$ cat src/rtl/huff_bit_packer.sv
// huff_bit_packer: packs variable-length, right-aligned codewords MSB-first into OUT_W-bit words.
// A finalize pulse flushes the trailing partial word (zero-padded) and ends with a done pulse.
//
// Ports:
//   clock, reset     rising-edge clock, asynchronous active-high reset
//   ce, code, length codeword input; accepted when ce && in_ready; length 0 is a no-op
//   in_ready         packer can accept a codeword this cycle
//   finalize         single-cycle flush request (ignored while a flush is in progress)
//   encoded_out      packed word, first-received bit at the MSB
//   length_out       valid bits in encoded_out (OUT_W for full words)
//   enable_out       output valid; held stable until out_ready
//   out_ready        downstream consumes the word when enable_out && out_ready
//   done             one-cycle pulse when a flush completes
//
// Optional feature macro HUFF_PACK_STATS_EN adds total_bits[31:0] (accepted bits) and
// total_words[15:0] (consumed words) counters.

module huff_bit_packer #(
  parameter int unsigned CODE_W = 16,
  parameter int unsigned OUT_W  = 32,
  parameter int unsigned LEN_W  = $clog2(CODE_W + 1),
  parameter int unsigned LO_W   = $clog2(OUT_W + 1)
) (
  input  logic              clock,
  input  logic              reset,
  input  logic              ce,
  output logic              in_ready,
  input  logic [CODE_W-1:0] code,
  input  logic [LEN_W-1:0]  length,
  input  logic              finalize,
  output logic [OUT_W-1:0]  encoded_out,
  output logic              enable_out,
  input  logic              out_ready,
  output logic [LO_W-1:0]   length_out,
  output logic              done
`ifdef HUFF_PACK_STATS_EN
  ,
  output logic [31:0]       total_bits,
  output logic [15:0]       total_words
`endif
);

  localparam int unsigned AW = OUT_W + CODE_W;
  localparam int unsigned FW = $clog2(AW + 1);

  typedef enum logic [1:0] {StIdle, StDrain, StTail, StDone} flush_e;

  flush_e            r_state, w_state_nxt;
  logic [AW-1:0]     r_acc;
  logic [FW-1:0]     r_fill;
  logic [OUT_W-1:0]  r_out;
  logic              r_en;
  logic [LO_W-1:0]   r_len;

  logic              w_full, w_free, w_accept, w_emit_word, w_tail;
  logic [LEN_W-1:0]  w_eff;
  logic [CODE_W-1:0] w_mask;
  logic [AW-1:0]     w_ins;

  assign w_full      = r_fill >= FW'(OUT_W);
  assign w_free      = !r_en || out_ready;
  assign in_ready    = !w_full && (r_state == StIdle);
  assign w_accept    = ce && in_ready;
  assign w_eff       = (length > LEN_W'(CODE_W)) ? LEN_W'(CODE_W) : length;
  // Shifting all-ones left by CODE_W yields zero, so a full-width codeword keeps every bit.
  assign w_mask      = ~({CODE_W{1'b1}} << w_eff);
  // Place the codeword directly below the bits already held (accumulator is left-aligned).
  assign w_ins       = {{OUT_W{1'b0}}, code & w_mask} << (FW'(AW) - r_fill - FW'(w_eff));
  assign w_emit_word = w_full && w_free;
  // TAIL is only entered with fill < OUT_W and no accepts possible, so no full word competes.
  assign w_tail      = (r_state == StTail) && w_free;

  // Flush sequencing
  always_comb begin
    w_state_nxt = r_state;
    unique case (r_state)
      StIdle:  if (finalize) w_state_nxt = StDrain;
      StDrain: if (!w_full) w_state_nxt = StTail;
      StTail:  if (w_free) w_state_nxt = StDone;
      StDone:  w_state_nxt = StIdle;
      default: w_state_nxt = StIdle;
    endcase
  end

  always_ff @(posedge clock or posedge reset) begin
    if (reset) r_state <= StIdle;
    else       r_state <= w_state_nxt;
  end

  // Accumulator and output register
  always_ff @(posedge clock or posedge reset) begin
    if (reset) begin
      r_acc  <= '0;
      r_fill <= '0;
      r_out  <= '0;
      r_en   <= 1'b0;
      r_len  <= '0;
    end else if (w_emit_word) begin
      r_out  <= r_acc[AW-1 -: OUT_W];
      r_len  <= LO_W'(OUT_W);
      r_en   <= 1'b1;
      r_acc  <= r_acc << OUT_W;
      r_fill <= r_fill - FW'(OUT_W);
    end else if (w_tail && (r_fill != '0)) begin
      // Bits below fill are already zero, giving the zero padding for free.
      r_out  <= r_acc[AW-1 -: OUT_W];
      r_len  <= LO_W'(r_fill);
      r_en   <= 1'b1;
      r_acc  <= '0;
      r_fill <= '0;
    end else begin
      if (out_ready) r_en <= 1'b0;
      if (w_accept) begin
        r_acc  <= r_acc | w_ins;
        r_fill <= r_fill + FW'(w_eff);
      end
    end
  end

  assign encoded_out = r_out;
  assign enable_out  = r_en;
  assign length_out  = r_len;
  assign done        = (r_state == StDone);

`ifdef HUFF_PACK_STATS_EN
  logic [31:0] r_total_bits;
  logic [15:0] r_total_words;

  always_ff @(posedge clock or posedge reset) begin
    if (reset) begin
      r_total_bits  <= '0;
      r_total_words <= '0;
    end else begin
      if (w_accept)            r_total_bits  <= r_total_bits + 32'(w_eff);
      if (r_en && out_ready)   r_total_words <= r_total_words + 16'd1;
    end
  end

  assign total_bits  = r_total_bits;
  assign total_words = r_total_words;
`endif

endmodule

$ cat config.mk
export PLATFORM = sky130hd
export DESIGN_NAME = huff_bit_packer
export DESIGN_NICKNAME = d
export VERILOG_FILES = /design/src/rtl/huff_bit_packer.sv
export SDC_FILE = /design/constraint.sdc
export NUM_CORES = 1
export LEC_CHECK = 0
export ABC_AREA = 1
export CORE_MARGIN = 1.5
export CORE_UTILIZATION = 40
export DETAILED_ROUTE_END_ITERATION = 16
export HOLD_SLACK_MARGIN = 0.15
export PLACE_DENSITY = 0.68
export SLEW_MARGIN = 0
export SYNTH_ARGS = -nofsm -noshare
export SYNTH_HDL_FRONTEND = slang
export SYNTH_SLANG_ARGS = --single-unit
$ cat constraint.sdc
create_clock -name clock -period 7.6 [get_ports clock]
set_clock_uncertainty 0.2 [all_clocks]
set_input_delay 0.76 -clock clock [delete_from_list [all_inputs] [get_ports clock]]
set_output_delay 0.76 -clock clock [all_outputs]
set_load 0.005 [all_outputs]
== Yosys cells after proc, flatten, opt, wreduce, memory -nomap -nowiden ==
Cells that the tools add are included.
Storage, ports and cells
  latch bits: 0
  ROM bits: 0
  output and inout port bits: 41
  memories: 0
  bits in writable memories: 0
  flip-flop bits (word level): 95
  input bits: 26
  logic and storage cells: 55
Operators by class
  eq/ne operators: 6
  reductions and logical operators: 14
  multipliers: 0
  add/sub/neg operators: 4
  divide/modulo/power cells: 0
  $lt $le $gt $ge: 2
  mux-type cells: 18
  shift-type cells: 2
  bitwise operators: 3
Operators by type and width (count)
  48-bit two-way mux: 3
  32-bit two-way mux: 2
  48-bit bitwise OR: 1
  16-bit by 6-bit << shifter with 48-bit output: 1
  6-bit two-way mux: 5
  16-bit bitwise AND: 1
  16-bit inverter: 1
  16-bit by 5-bit << shifter with 16-bit output (first input constant): 1
  2-bit case mux with 4 select lines: 1
  6-bit by 5-bit adder with 6-bit output: 1
  6-bit >= comparator (second input constant): 1
  2-bit two-way mux: 3
  2-bit != test (second input constant): 3
  3-bit nonzero test: 2
  6-bit nonzero test: 1
  6-bit by 5-bit subtractor with 6-bit output: 1
  6-bit subtractor (first input constant): 1
  6-bit subtractor (second input constant): 1
  5-bit > comparator (second input constant): 1
  1-bit logical AND: 5
  5-bit two-way mux: 1
  2-bit == test (second input constant): 2
  1-bit two-way mux: 3
  3-bit AND reduction: 1
  other kinds (5): 6

== Depth between registers and ports, before layout ==
  word-level depth: 10
  mapped depth: 19
  gate-level depth less buffers: 18

== Worst setup path after synthesis ==
No wires, ideal clock.
  path type: input port to flip-flop
  from: input length[4]
  to: register r_acc[16]
  arrival: 3.251 ns
  path buffers: 3
  data required time: 7.279 ns
  library setup time: 0.121 ns
  path slack: 4.028 ns
  stages: 17
  path through: buf_2 inv_1 a21oi_1 nor2_1 inv_1 ha_1 ha_1 fa_1 buf_2 clkinv_1 clkbuf_1 nand3_1 nand3_1 nand2_1 nand2_1 a21oi_1 nor2_1
On the way
  longest elaborated chain between the ends: 10
  elaborated cells on any way between the ends: 11
  those cells by class: add/sub: 1; order compare: 1; shift: 2; mux: 4; bitwise: 3
RTL lines
  start: declaration: line 29  | input logic [LEN_W-1:0] length,
  5-bit > comparator: line 64  | assign w_eff = (length > LEN_W'(CODE_W)) ? LEN_W'(CODE_W) : length;
  5-bit two-way mux (*): line 64
  16-bit by 5-bit << shifter with 16-bit output: line 66  | assign w_mask = ~({CODE_W{1'b1}} << w_eff);
  16-bit inverter: line 66
  16-bit bitwise AND: line 68  | assign w_ins = {{OUT_W{1'b0}}, code & w_mask} << (FW'(AW) - r_fill - FW'(w_eff));
  16-bit by 6-bit << shifter with 48-bit output (*): line 68
  48-bit bitwise OR (*): line 114  | r_acc <= r_acc | w_ins;
  48-bit two-way mux (*): line 113  | if (w_accept) begin
  48-bit two-way mux (*): line 104  | end else if (w_tail && (r_fill != '0)) begin
  48-bit two-way mux (*): line 98  | end else if (w_emit_word) begin
  end signal: assignment: line 102  | r_acc <= r_acc << OUT_W;
  end signal: assignment: line 114
  end: declaration: line 49  | logic [AW-1:0] r_acc;
Every way passes the cells marked *; elsewhere a longest branch is shown, timed or not. The select of a mux whose other input is x is not followed.
A chain may end at the register's enable or synchronous reset.

== Worst setup path after layout ==
  from: input length[4]
  to: register r_acc[18]
The elaborated chain is that of the path after synthesis.

==> flow_metrics.py <==
metrics = {
    "status": {
        "status": "completed",
    },
    "timing": {
        "final-setup-viol-count": 0,
        "worst_pin_slew_ns": 1.03,
        "fmax_mhz": 198,
        "fin_crit_sh_pct": 66.4,
        "hold_ws_ns": 0.274,
        "drv_slew": 0,
        "rsz0062_at_grt": "false",
        "hold_viol_final": 0,
        "tns_ns": 0,
        "slew_headroom_pct": 31.2,
        "fin_crit_ns": 5.05,
    },
    "clock_tree": {
        "cts_tree": "yes",
        "post_cts_buffers": 0,
        "path_clk_slew_ns": 0.06,
        "numCtsBuffers": 9,
        "cts_buffer_depth": 2,
        "holdBufCountCts": 0,
        "clock_sinks": 95,
        "cts_htree_levels": 3,
        "clock_latency_ns": 0.35,
        "post_cts_resized": 0,
        "cts-root-buf": "clkbuf_16",
    },
    "route": {
        "via_per_inst": 5.37,
        "ant_nets": 0,
        "drc": 0,
        "vias": 5449,
        "wl_mm": 15.8,
        "drt_iter0_drc": 470,
        "first_pass_iters": 5,
        "wire_per_inst_microns": 15.6,
    },
    "synthesis": {
        "syn_inst": 786,
        "ys_ff_latch": 95,
        "synthTopCellsByCount": "nand2_1 (185), nand3_1 (146), dfrtp_1 (95)",
        "synth_most_common_cell": "nand2_1",
        "ys_top_cells_by_area": "dfrtp_1 (41%), nand3_1 (13%), nand2_1 (12%)",
        "syn_area_per_cell_sq_um": 7.31,
        "ys_async_sr_fraction_pct": 100,
        "synth_top_area_share_pct": 41.4,
        "ys.warnings.count": 0,
        "seq_area_frac_synth_pct": 41.4,
        "synth_edf_count": 0,
        "synth_cell_type_count": 31,
        "synth_area_sq_um": 5750,
        "syn_nets": 833,
        "netlist.top_cell.by_area": "dfrtp_1",
        "synth_ff_type": "dfrtp_1",
    },
    "pwr": {
        "intPower_uw": 1650,
        "ir_worst_vdd_uv": 285,
        "p_sw_share_pct": 52.1,
        "power.switching_uw": 1790,
        "power_frac_clock_pct": 14.0,
        "finalPower_uw": 3440,
        "power.share.sequential_pct": 22.5,
        "comb_power_share_pct": 63.5,
        "leakage_uw": 0.00323,
        "powerDensity_nw_per_um2": 504,
    },
    "worst_setup_path": {
        "crit_path_frequent_cell": "nand2_1",
        "cp.required_ns": 7.60,
        "arrival_ns": 5.05,
        "cpPeakStageDelay_ns": 1.08,
        "cp_cell_sequence": "clkdlybuf4s50_1 > inv_1 > a21oi_1 > nor2_1 > inv_1 > ha_1 > fa_1 > clkinv_1 > nand2_1 > nand3_1 > nand2_1 > nand2_1 > a21oi_1 > nor2_1",
        "critPathCaptureType": "register",
        "rr_worst_depth": 11,
        "critPathKind": "primary input to register",
        "crit_slowest_cell": "fa_1",
        "worstPathMaxFanout": 25,
        "cp-start-kind": "primary input",
    },
    "final_layout": {
        "drive_gt1_share_pct": 4.80,
        "fillCellCount": 1393,
        "syn_to_final_growth_pct": 18.7,
        "diodes": 0,
        "stdcell_area_sq_um": 6820,
        "instances_no_fill": 1014,
        "final_net_count": 876,
    },
    "worst_hold_path": {
        "min_path_type": "register to register",
        "hold_path_depth": 2,
    },
    "die": {
        "floorplan.rows": 43,
        "boundaryPins": 67,
        "coreArea_sq_um": 13900,
        "die_height_microns": 123,
        "fp.dieW_microns": 123,
        "start_util_pct": 41.2,
        "dieArea_sq_um": 15100,
    },
    "placed_design": {
        "dpl.hpwl_mm": 11.4,
        "numPortBuffers": 66,
        "dp_cells": 998,
        "dpl-instance-area_sq_um": 6500,
        "gp_congestion": 0.999,
    },
    "global_routing": {
        "antenna_found_initial": 0,
        "grt_overflow": 0,
        "grt_pass1_wl_mm": 25.8,
        "grt_max_degree": 59,
        "grt_usage_pct": 22.1,
        "first_global_vias": 4808,
    },
    "run": {
        "cap_violations": 0,
    },
}
-- routing by layer --
metal	vias up	track usage [%]	wire length [microns]
li1	2693	-	-
met1	2571	33.0	7950
met2	164	31.9	6840
met3	21	4.28	722
met4	0	6.83	277
met5	-	0	0
-- layout make-up --
type                    count  area [sq um]  area share (%)
inverters                 100           378            5.54
multi-input cells         554          2840            41.6
clock inverters             4          51.3           0.752
flip-flops and latches     95          2380            34.8
repair buffers             69           683            10.0
clock buffers              12           267            3.91
well taps                 180           225            3.30
-- critical path: cells and delay by family --
kind	cells	cell delay (ns)
simple gates	6	0.78
buf+inv	4	1.74
compound gates	2	0.38
fa+ha+maj	2	1.38
-- cell usage in the layout (no fill, tap or decap), drive strengths merged --
cell / n
or2: 1
clkinvlp: 1
xor2: 4
ha: 18
o21ai: 41
a21oi: 43
inv: 98
a221oi: 1
nor2: 52
clkdlybuf4s50: 66
fa: 3
clkbuf: 12
buf: 3
a31oi: 6
o41ai: 1
nand3: 147
o22ai: 12
bufinv: 1
o31ai: 1
xnor2: 3
nand2: 185
nand4: 35
clkinv: 4
nor3: 1
dfrtp: 95
-- final timing paths --
path / start / end / slack, ns
worst max-delay path: length[4] / r_acc[18]$_DFFE_PP0N_ / 2.55
worst min-delay path: length_out[5]$_DFFE_PP0P_ / length_out[5]$_DFFE_PP0P_ / 0.27
worst max register to register: r_fill[1]$_DFFE_PP0P_ / r_acc[18]$_DFFE_PP0N_ / 3.55
worst min register to register: length_out[5]$_DFFE_PP0P_ / length_out[5]$_DFFE_PP0P_ / 0.27
max in group asynchronous: reset / enable_out$_DFFE_PP0P_ / 5.50
min in group asynchronous: reset / r_acc[30]$_DFFE_PP0N_ / 0.58
-- sequential cells by signal (all words and copies together) (netlist names) --
name / flops
r_acc: 48
encoded_out: 32
length_out: 6
r_fill: 6
r_state: 2
enable_out: 1
-- through the flow --
| stage | worst slack (ns) | util [%] |
|---|---|---|
| after floorplan | 4.03 | - |
| after global routing | 2.23 | 49.0 |
| final | 2.55 | 49.0 |
| after detailed placement | 2.26 | 46.7 |
| after global placement | 2.24 | 46.7 |
| after CTS | 2.63 | 49.0 |
-- power groups by stage --
stage | clock, uW | sequential, uW | combinational, uW
after floorplan | 0 | 773 | 1540
after global placement | 0 | 780 | 2160
after detailed placement | 0 | 782 | 2160
after CTS | 488 | 774 | 2170
after global routing | 508 | 794 | 2440
final | 480 | 773 | 2180
-- cells by family after synthesis --
kind of cell               share of synthesized area, %
xor gates and xnor gates                           1.65
adders and majority gates                          4.96
AOI/OAI and AO/OA                                  9.71
and+or+nand+nor                                    33.0
buffers and inverters                              9.32
DFF                                                41.4
Power figures use the tool's default switching activity.
